`config.mk`:
```
export PLATFORM = sky130hd
export DESIGN_NAME = branch_sequencer
export DESIGN_NICKNAME = d
export VERILOG_FILES = /design/src/rtl/branch_sequencer.sv
export SDC_FILE = /design/constraint.sdc
export NUM_CORES = 1
export LEC_CHECK = 0
export BUFFER_PORTS_ARGS = -buffer_cell sky130_fd_sc_hd__buf_2
export CAP_MARGIN = 25
export CORE_MARGIN = 2
export CORE_UTILIZATION = 40
export DETAILED_ROUTE_END_ITERATION = 12
export GPL_TIMING_DRIVEN = 0
export PLACE_DENSITY = 0.72
export SETUP_SLACK_MARGIN = 0.4
export SLEW_MARGIN = 30
export SYNTH_ARGS = -nofsm -noshare
export SYNTH_HDL_FRONTEND = slang
export SYNTH_SLANG_ARGS = --single-unit
```
`constraint.sdc`:
```
create_clock -name clk -period 6.4 [get_ports clk]
set_input_delay 0.32 -clock clk [delete_from_list [all_inputs] [get_ports clk]]
set_output_delay 0.32 -clock clk [all_outputs]
set_load 0.02 [all_outputs]
```
`src/rtl/branch_sequencer.sv`:
```
// Fetch-PC sequencer: resolves B / CBZ / CBNZ / B.cond, redirects the PC and drives a flush window.
// Optional branch statistics counters are enabled with the BRANCH_STATS_EN macro.
module branch_sequencer #(
  parameter int                  ADDRSIZE    = 64,
  parameter logic [ADDRSIZE-1:0] RESETPC     = '0,
  parameter int                  FLUSHCYCLES = 2
) (
  input  logic                clk,
  input  logic                rst,
  input  logic                stall,
  input  logic                flags_we,
  input  logic [3:0]          flags_in,
  input  logic                br_valid,
  output logic                br_ready,
  input  logic [10:0]         br_opcode,
  input  logic [4:0]          br_rd,
  input  logic                br_zero,
  input  logic [ADDRSIZE-1:0] br_target,
  output logic [ADDRSIZE-1:0] pc,
  output logic [3:0]          flags,
  output logic                flush,
  output logic                taken
`ifdef BRANCH_STATS_EN
  ,
  output logic [31:0]         stat_total,
  output logic [31:0]         stat_taken
`endif
);

  if (FLUSHCYCLES < 1 || FLUSHCYCLES > 15) begin : g_bad_flushcycles
    $error("branch_sequencer: FLUSHCYCLES must be within 1..15");
  end

  localparam logic [ADDRSIZE-1:0] PC_STEP   = ADDRSIZE'(4);
  localparam logic [3:0]          CNT_START = 4'(FLUSHCYCLES - 1);

  typedef enum logic [0:0] {
    ST_RUN   = 1'b0,
    ST_FLUSH = 1'b1
  } state_t;

  state_t              state_q, state_d;
  logic [3:0]          cnt_q, cnt_d;
  logic [ADDRSIZE-1:0] pc_q, pc_d;
  logic [3:0]          flags_q, flags_d;
  logic                flush_q, flush_d;
  logic                taken_q, taken_d;

  logic                is_b_s, is_cbz_s, is_cbnz_s, is_bcond_s;
  logic [3:0]          eval_flags_s;
  logic                cond_true_s;
  logic                br_taken_s;
  logic                accept_s;
  logic                unused_bits_s;

  // Evaluates a 4-bit condition code against {N,Z,V,C}.
  function automatic logic cond_eval(input logic [3:0] cond, input logic [3:0] nzvc);
    logic n, z, v, c;
    logic res;
    n = nzvc[3];
    z = nzvc[2];
    v = nzvc[1];
    c = nzvc[0];
    case (cond)
      4'h0:    res = z;
      4'h1:    res = !z;
      4'h2:    res = c;
      4'h3:    res = !c;
      4'h4:    res = n;
      4'h5:    res = !n;
      4'h6:    res = v;
      4'h7:    res = !v;
      4'h8:    res = !z && c;
      4'h9:    res = !(!z && c);
      4'hA:    res = (n == v);
      4'hB:    res = (n != v);
      4'hC:    res = !z && (n == v);
      4'hD:    res = !(!z && (n == v));
      default: res = 1'b0;
    endcase
    return res;
  endfunction

  assign unused_bits_s = ^{br_rd[4], br_opcode[2:0]};

  // Branch decode, flag forwarding and taken resolution.
  always_comb begin
    is_b_s       = (br_opcode[10:5] == 6'b000101);
    is_cbz_s     = (br_opcode[10:3] == 8'b10110100);
    is_cbnz_s    = (br_opcode[10:3] == 8'b10110101);
    is_bcond_s   = (br_opcode[10:3] == 8'b01010100);
    eval_flags_s = flags_we ? flags_in : flags_q;
    cond_true_s  = cond_eval(br_rd[3:0], eval_flags_s);
    if (is_b_s) begin
      br_taken_s = 1'b1;
    end else if (is_cbz_s) begin
      br_taken_s = br_zero;
    end else if (is_cbnz_s) begin
      br_taken_s = !br_zero;
    end else if (is_bcond_s) begin
      br_taken_s = cond_true_s;
    end else begin
      br_taken_s = 1'b0;
    end
    br_ready = (state_q == ST_RUN) && !stall;
    accept_s = br_valid && br_ready;
  end

  // Next-state logic for the PC, flags and the RUN/FLUSH sequencer.
  always_comb begin
    state_d = state_q;
    cnt_d   = cnt_q;
    pc_d    = pc_q;
    flush_d = flush_q;
    taken_d = 1'b0;
    flags_d = flags_we ? flags_in : flags_q;
    case (state_q)
      ST_RUN: begin
        if (accept_s && br_taken_s) begin
          pc_d    = br_target;
          taken_d = 1'b1;
          flush_d = 1'b1;
          cnt_d   = CNT_START;
          state_d = ST_FLUSH;
        end else if (!stall) begin
          pc_d = pc_q + PC_STEP;
        end else begin
          pc_d = pc_q;
        end
      end
      ST_FLUSH: begin
        // The window length is fixed: the counter runs even while fetch is stalled.
        if (cnt_q == 4'd0) begin
          state_d = ST_RUN;
          flush_d = 1'b0;
        end else begin
          cnt_d   = cnt_q - 4'd1;
          flush_d = 1'b1;
        end
        if (!stall) begin
          pc_d = pc_q + PC_STEP;
        end else begin
          pc_d = pc_q;
        end
      end
      default: begin
        state_d = ST_RUN;
        cnt_d   = 4'd0;
        flush_d = 1'b0;
      end
    endcase
  end

  // Sequencer state and registered outputs.
  always_ff @(posedge clk or posedge rst) begin
    if (rst) begin
      state_q <= ST_RUN;
      cnt_q   <= 4'd0;
      pc_q    <= RESETPC;
      flags_q <= 4'd0;
      flush_q <= 1'b0;
      taken_q <= 1'b0;
    end else begin
      state_q <= state_d;
      cnt_q   <= cnt_d;
      pc_q    <= pc_d;
      flags_q <= flags_d;
      flush_q <= flush_d;
      taken_q <= taken_d;
    end
  end

  assign pc    = pc_q;
  assign flags = flags_q;
  assign flush = flush_q;
  assign taken = taken_q;

`ifdef BRANCH_STATS_EN
  logic [31:0] stat_total_q, stat_total_d;
  logic [31:0] stat_taken_q, stat_taken_d;
  logic        is_branch_s;

  // Saturating counters of accepted and taken branches; unknown opcodes are not counted.
  always_comb begin
    is_branch_s  = is_b_s || is_cbz_s || is_cbnz_s || is_bcond_s;
    stat_total_d = stat_total_q;
    stat_taken_d = stat_taken_q;
    if (accept_s && is_branch_s && (stat_total_q != 32'hFFFF_FFFF)) begin
      stat_total_d = stat_total_q + 32'd1;
    end else begin
      stat_total_d = stat_total_q;
    end
    if (accept_s && br_taken_s && (stat_taken_q != 32'hFFFF_FFFF)) begin
      stat_taken_d = stat_taken_q + 32'd1;
    end else begin
      stat_taken_d = stat_taken_q;
    end
  end

  // Statistics registers.
  always_ff @(posedge clk or posedge rst) begin
    if (rst) begin
      stat_total_q <= 32'd0;
      stat_taken_q <= 32'd0;
    end else begin
      stat_total_q <= stat_total_d;
      stat_taken_q <= stat_taken_d;
    end
  end

  assign stat_total = stat_total_q;
  assign stat_taken = stat_taken_q;
`endif

endmodule

```
Word-level counts from Yosys, hierarchy flattened
Cells that the tools add are included.
- register bits: 75
- output and inout port bits: 71
- word-level logic and storage cells: 64
- add/sub/neg operators: 2
- equal/unequal tests: 21
- multiplexer cells: 18
- bitwise gates (word level): 1
- reductions and logical operators: 16
- operator list (kind ; number):
    64-bit two-way mux ; 2
    64-bit one-hot mux with 2 select lines ; 1
    64-bit by 3-bit adder with 64-bit output (second input constant) ; 1
    4-bit equality test (second input constant) ; 6
    4-bit by 3-bit equality test with 1-bit output (second input constant) ; 4
    8-bit equality test (second input constant) ; 2
    1-bit one-hot mux with 14 select lines ; 1
    4-bit two-way mux ; 3
    4-bit by 2-bit equality test with 1-bit output (second input constant) ; 2
    8-bit by 7-bit equality test with 1-bit output (second input constant) ; 1
    1-bit zero test ; 8
    4-bit zero test ; 2
    1-bit two-way mux ; 8
    4-bit one-hot mux with 2 select lines ; 1
    6-bit by 3-bit equality test with 1-bit output (second input constant) ; 1
    1-bit logical AND ; 5
    4-bit by 1-bit equality test with 1-bit output (second input constant) ; 1
    1-bit one-hot mux with 2 select lines ; 2
    4-bit by 1-bit subtractor with 4-bit output (second input constant) ; 1
    2-bit by 1-bit != test with 1-bit output (second input constant) ; 1
    2-bit != test (second input constant) ; 1
    2-bit AND reduction ; 1
    1-bit equality test ; 1
    1-bit != test ; 1
    1-bit NOT ; 1

Depth between registers and ports, before layout
- word-level depth: 12
- mapped depth: 9
- gate-level depth less buffers: 7

Worst setup path after synthesis
No wires, ideal clock.
- path type: register to register
- start: register flags_q[2] (netlist: flags[2])
- end: register pc_q[10] (netlist: pc[10])
- library setup time: 0.125 ns
- data arrival time: 2.264 ns
- required time: 6.275 ns
- path slack: 4.011 ns
- cell stages (with the launch flop): 8
- path buffers: 2
- period minus slack after synthesis: 2.389 ns
- cells stage by stage: dfrtp_1 mux4_2 o221a_1 o41a_1 o21a_1 buf_6 buf_12 mux2_4
- longest elaborated chain between the ends: 12
- ends and longest elaborated chain (item ; line ; text):
    start: declaration ; 45 ; logic [3:0] flags_q, flags_d;
    start signal: assignment ; 167 ; flags_q <= flags_d;
    4-bit two-way mux (*) ; n/a ;
    1-bit zero test ; n/a ;
    1-bit logical AND (on tied branches) ; n/a ;
    1-bit zero test (on tied branches) ; 78, 74 ;
    1-bit one-hot mux with 14 select lines (*) ; 64 ; case (cond)
    1-bit two-way mux (*) ; 100 ; end else if (is_bcond_s) begin
    1-bit two-way mux (*) ; 98 ; end else if (is_cbnz_s) begin
    1-bit two-way mux (*) ; 96 ; end else if (is_cbz_s) begin
    1-bit two-way mux (*) ; 94 ; if (is_b_s) begin
    1-bit logical AND (*) ; 119 ; if (accept_s && br_taken_s) begin
    64-bit two-way mux (*) ; 119 ;
    64-bit one-hot mux with 2 select lines (*) ; 117 ; case (state_q)
    named net pc_d[10] ; 44 ; logic [ADDRSIZE-1:0] pc_q, pc_d;
    end signal: assignment ; 166 ; pc_q <= pc_d;
    end: declaration ; 44 ;
The timed path passes the listed nets; every way through them passes the cells marked *.
A chain may end at the register's enable or synchronous reset.

Worst setup path in the final report
- start: register pc_q[2] (netlist: pc[2])
- end: register pc_q[50] (netlist: pc[50])
- longest elaborated chain between the ends: 4
- ends and longest elaborated chain (item ; line):
    64-bit by 3-bit adder with 64-bit output (*) ; 126, 141
    64-bit two-way mux (*) ; 125, 140
    64-bit two-way mux ; 119
    64-bit one-hot mux with 2 select lines (*) ; 117
    named net pc_d[50] ; 44
Marked as above.

==> impl_metrics.ini <==
[run_status]
status = finished clean

[final_layout]
area_growth_pct = 28.14
utilization = 0.5244
drive_above_1_share = 0.4580
final_cell_mix = buf_2 (158), dfrtp_1 (75), mux2_4 (61), xnor2_1 (50)
layout_commonest_cell = buf_2
insertedDiodeCount = 0
fin_nets = 659
fillers = 1054
stdcell_count = 715

[sta]
setup_viol = 0
period_minus_slack_ns = 2.875
fmax_mhz = 347.8
whs_ns = 0.01999
slew_violations = 0
worstMarginPinSlew_ns = 0.7862
setup_tns_ns = 0
rsz0062_at_grt = false
period_share = 0.4493
clock-skew-final_ns = 0.003868
maxSlewHeadroom = 0.4715
hold_viol_final = 0

[power]
power_leakage_uw = 0.003166
seqPwrFrac = 0.393
swShare = 0.2958
power_density_nw_per_um2 = 262.0
p_total_uw = 1569
switchingPower_uw = 464.1
peakVddDrop_v = 0.0002363
intPower_uw = 1105
p_clk_frac = 0.354
combPwrFrac = 0.253

[clock_tree]
hold_buffers = 0
cts_tree = built
cts_buffer_depth = 2
cts_root_buf = clkbuf_16
clk_pin_slew_worst_paths_ns = 0.06
clk_latency_ns = 0.33
post_cts_buffers = 0
cts_resized = 0
h-tree-depth = 3
cts.sink_count = 75
cts_made_buffers = 9

[critical_path]
r2r-start = pc[2]$_DFF_PP0_
r2r_setup_slack_ns = 3.52
critPathRequiredTime_ns = 6.62
critPathCapture = pc[50]$_DFF_PP0_
crit_type = flip-flop to flip-flop
reg2reg_depth = 8
slowest_delay_ns = 0.76
path_cells = ha_1, nand3b_1, nand4bb_1, nor4_2, buf_2, nand4_1, xnor2_1, mux2_4
arrival_ns = 3.09
cp_slowest_cell = nor4_2
timing.rr.end = pc[50]$_DFF_PP0_
crit_path_start = pc[2]$_DFF_PP0_
cp_max_fo = 10
startpoint_type = flip-flop
crit_path_end_kind = flip-flop

[synth]
yosysSeqAreaShare = 0.4016
syn_area_um2 = 4673
synth_cells = 399
synth-seq-cells = 75
syn_avg_cell_area_um2 = 11.71
syn_nets = 491
async_flop_share = 1.000
synthFlopType = dfrtp_1
ys_warn_count = 0
synth.distinct_cells = 45
synth-edff-count = 0

[drt]
postRouteAntennaNets = 0
routed_wl_um = 11320
viasPerCell = 5.157
via_count = 3687
wl_per_cell_um = 15.83
drtIter0Drc = 170
route.detailed.drc = 0
drt_first_pass_iters = 4

[place]
place.gp.congestion = 0.7712
dpl.hpwl_um = 8617
dpl.cell_count = 699
io_buffers = 156

[grt]
grt.overflow.total = 0
grtUsageTotal = 0.1882
grt_pass1_vias = 3704
grt_pass1_wl_um = 18880
antenna_found_initial = 0
grt_max_degree = 39

[floorplan]
die_area_um2 = 12560
start_util = 0.4093
die_h_um = 112.1
pin_count = 161
die_x_um = 112.1
rows = 39
core_um2 = 11420

[worst_hold_path]
hp-class = input pin to async pin

[job]
drv_cap = 0
flip-flops by register name, summed over array words and instances, names as in the netlist:
signal   cells
pc          64
flags        4
state_q      1
taken        1
flush        1
cnt_q        4
per-stage QoR:
| step | setup slack, ns | instance area, um2 |
|---|---|---|
| after floorplan | 4.011 | 4673 |
| after global placement | 3.181 | 5633 |
| after detailed placement | 3.421 | 5655 |
| after CTS | 3.456 | 5983 |
| after global routing | 3.288 | 5988 |
| final | 3.525 | 5988 |
power by group through the flow:
stage          registers [uW]  logic (uW)  clock network [uW]
3_3_place_gp              617         386                   0
6_report                  616         397                 556
2_1_floorplan             687         194                   0
3_5_place_dp              623         398                   0
4_1_cts                   616         400                 569
5_1_grt                   628         428                 590
cell type report:
class	instances	area, um2	share of cell area
multi-input combinational	299	2585	0.4317
sequential	75	1877	0.3134
timing repair buffer	157	800.8	0.1337
clock buffer	11	252.7	0.04221
tap	143	178.9	0.02988
buffer	13	171.4	0.02863
clock inverter	5	75.07	0.01254
inverter	12	47.55	0.007940
logic make-up after synthesis:
kind of cell	share of synthesized area
AND/OR/NAND/NOR	0.1652
flip-flops	0.4016
adder cells (fa/ha/maj)	0.005354
AO/OA/AOI/OAI	0.03293
buffers and inverters	0.04632
multiplexers	0.2268
XOR/XNOR	0.1218
worst min path at each step:
stage / start / to / slack (ns) / cells past startpoint
final: rst / pc[58]$_DFF_PP0_ / 0.02 / 2
after global routing: rst / pc[0]$_DFFE_PP0P_ / 0.06 / 2
after CTS: rst / pc[58]$_DFF_PP0_ / 0.03 / 2
after detailed placement: rst / pc[58]$_DFF_PP0_ / 0.39 / 2
after global placement: pc[0]$_DFFE_PP0P_ / pc[0]$_DFFE_PP0P_ / 0.48 / 1
after floorplan: br_target[11] / pc[11]$_DFF_PP0_ / 0.45 / 2
worst max-delay path, delay by kind of cell, from the launching register on:
family	cells	cell delay [ns]
xor+xnor	1	0.17
simple gates	4	1.36
buf+inv	1	0.36
mux	1	0.25
fa+ha+maj	1	0.20
flops	1	0.41
synthesized netlist by cell type (all sizes together) (8+ instances only):
master	instances	area, um2
inv	12	45.04
nor2	16	60.06
dfrtp	75	1877
xnor2	50	437.9
and3	15	93.84
nand3	29	145.1
nor3	8	45.04
mux2	68	994.7
nand4	14	87.58
nand2	29	108.9
xor2	15	131.4
buf	11	163.9
per-layer routing:
| layer | vias to the layer above | global-route usage | share of wire |
|---|---|---|---|
| met5 | - | 0 | 0 |
| met4 | 0 | 0.07805 | 0.019 |
| met3 | 15 | 0.03510 | 0.050 |
| met2 | 120 | 0.3096 | 0.48 |
| met1 | 1787 | 0.2452 | 0.45 |
| li1 | 1765 | - | - |
Power figures use the tool's default switching activity.
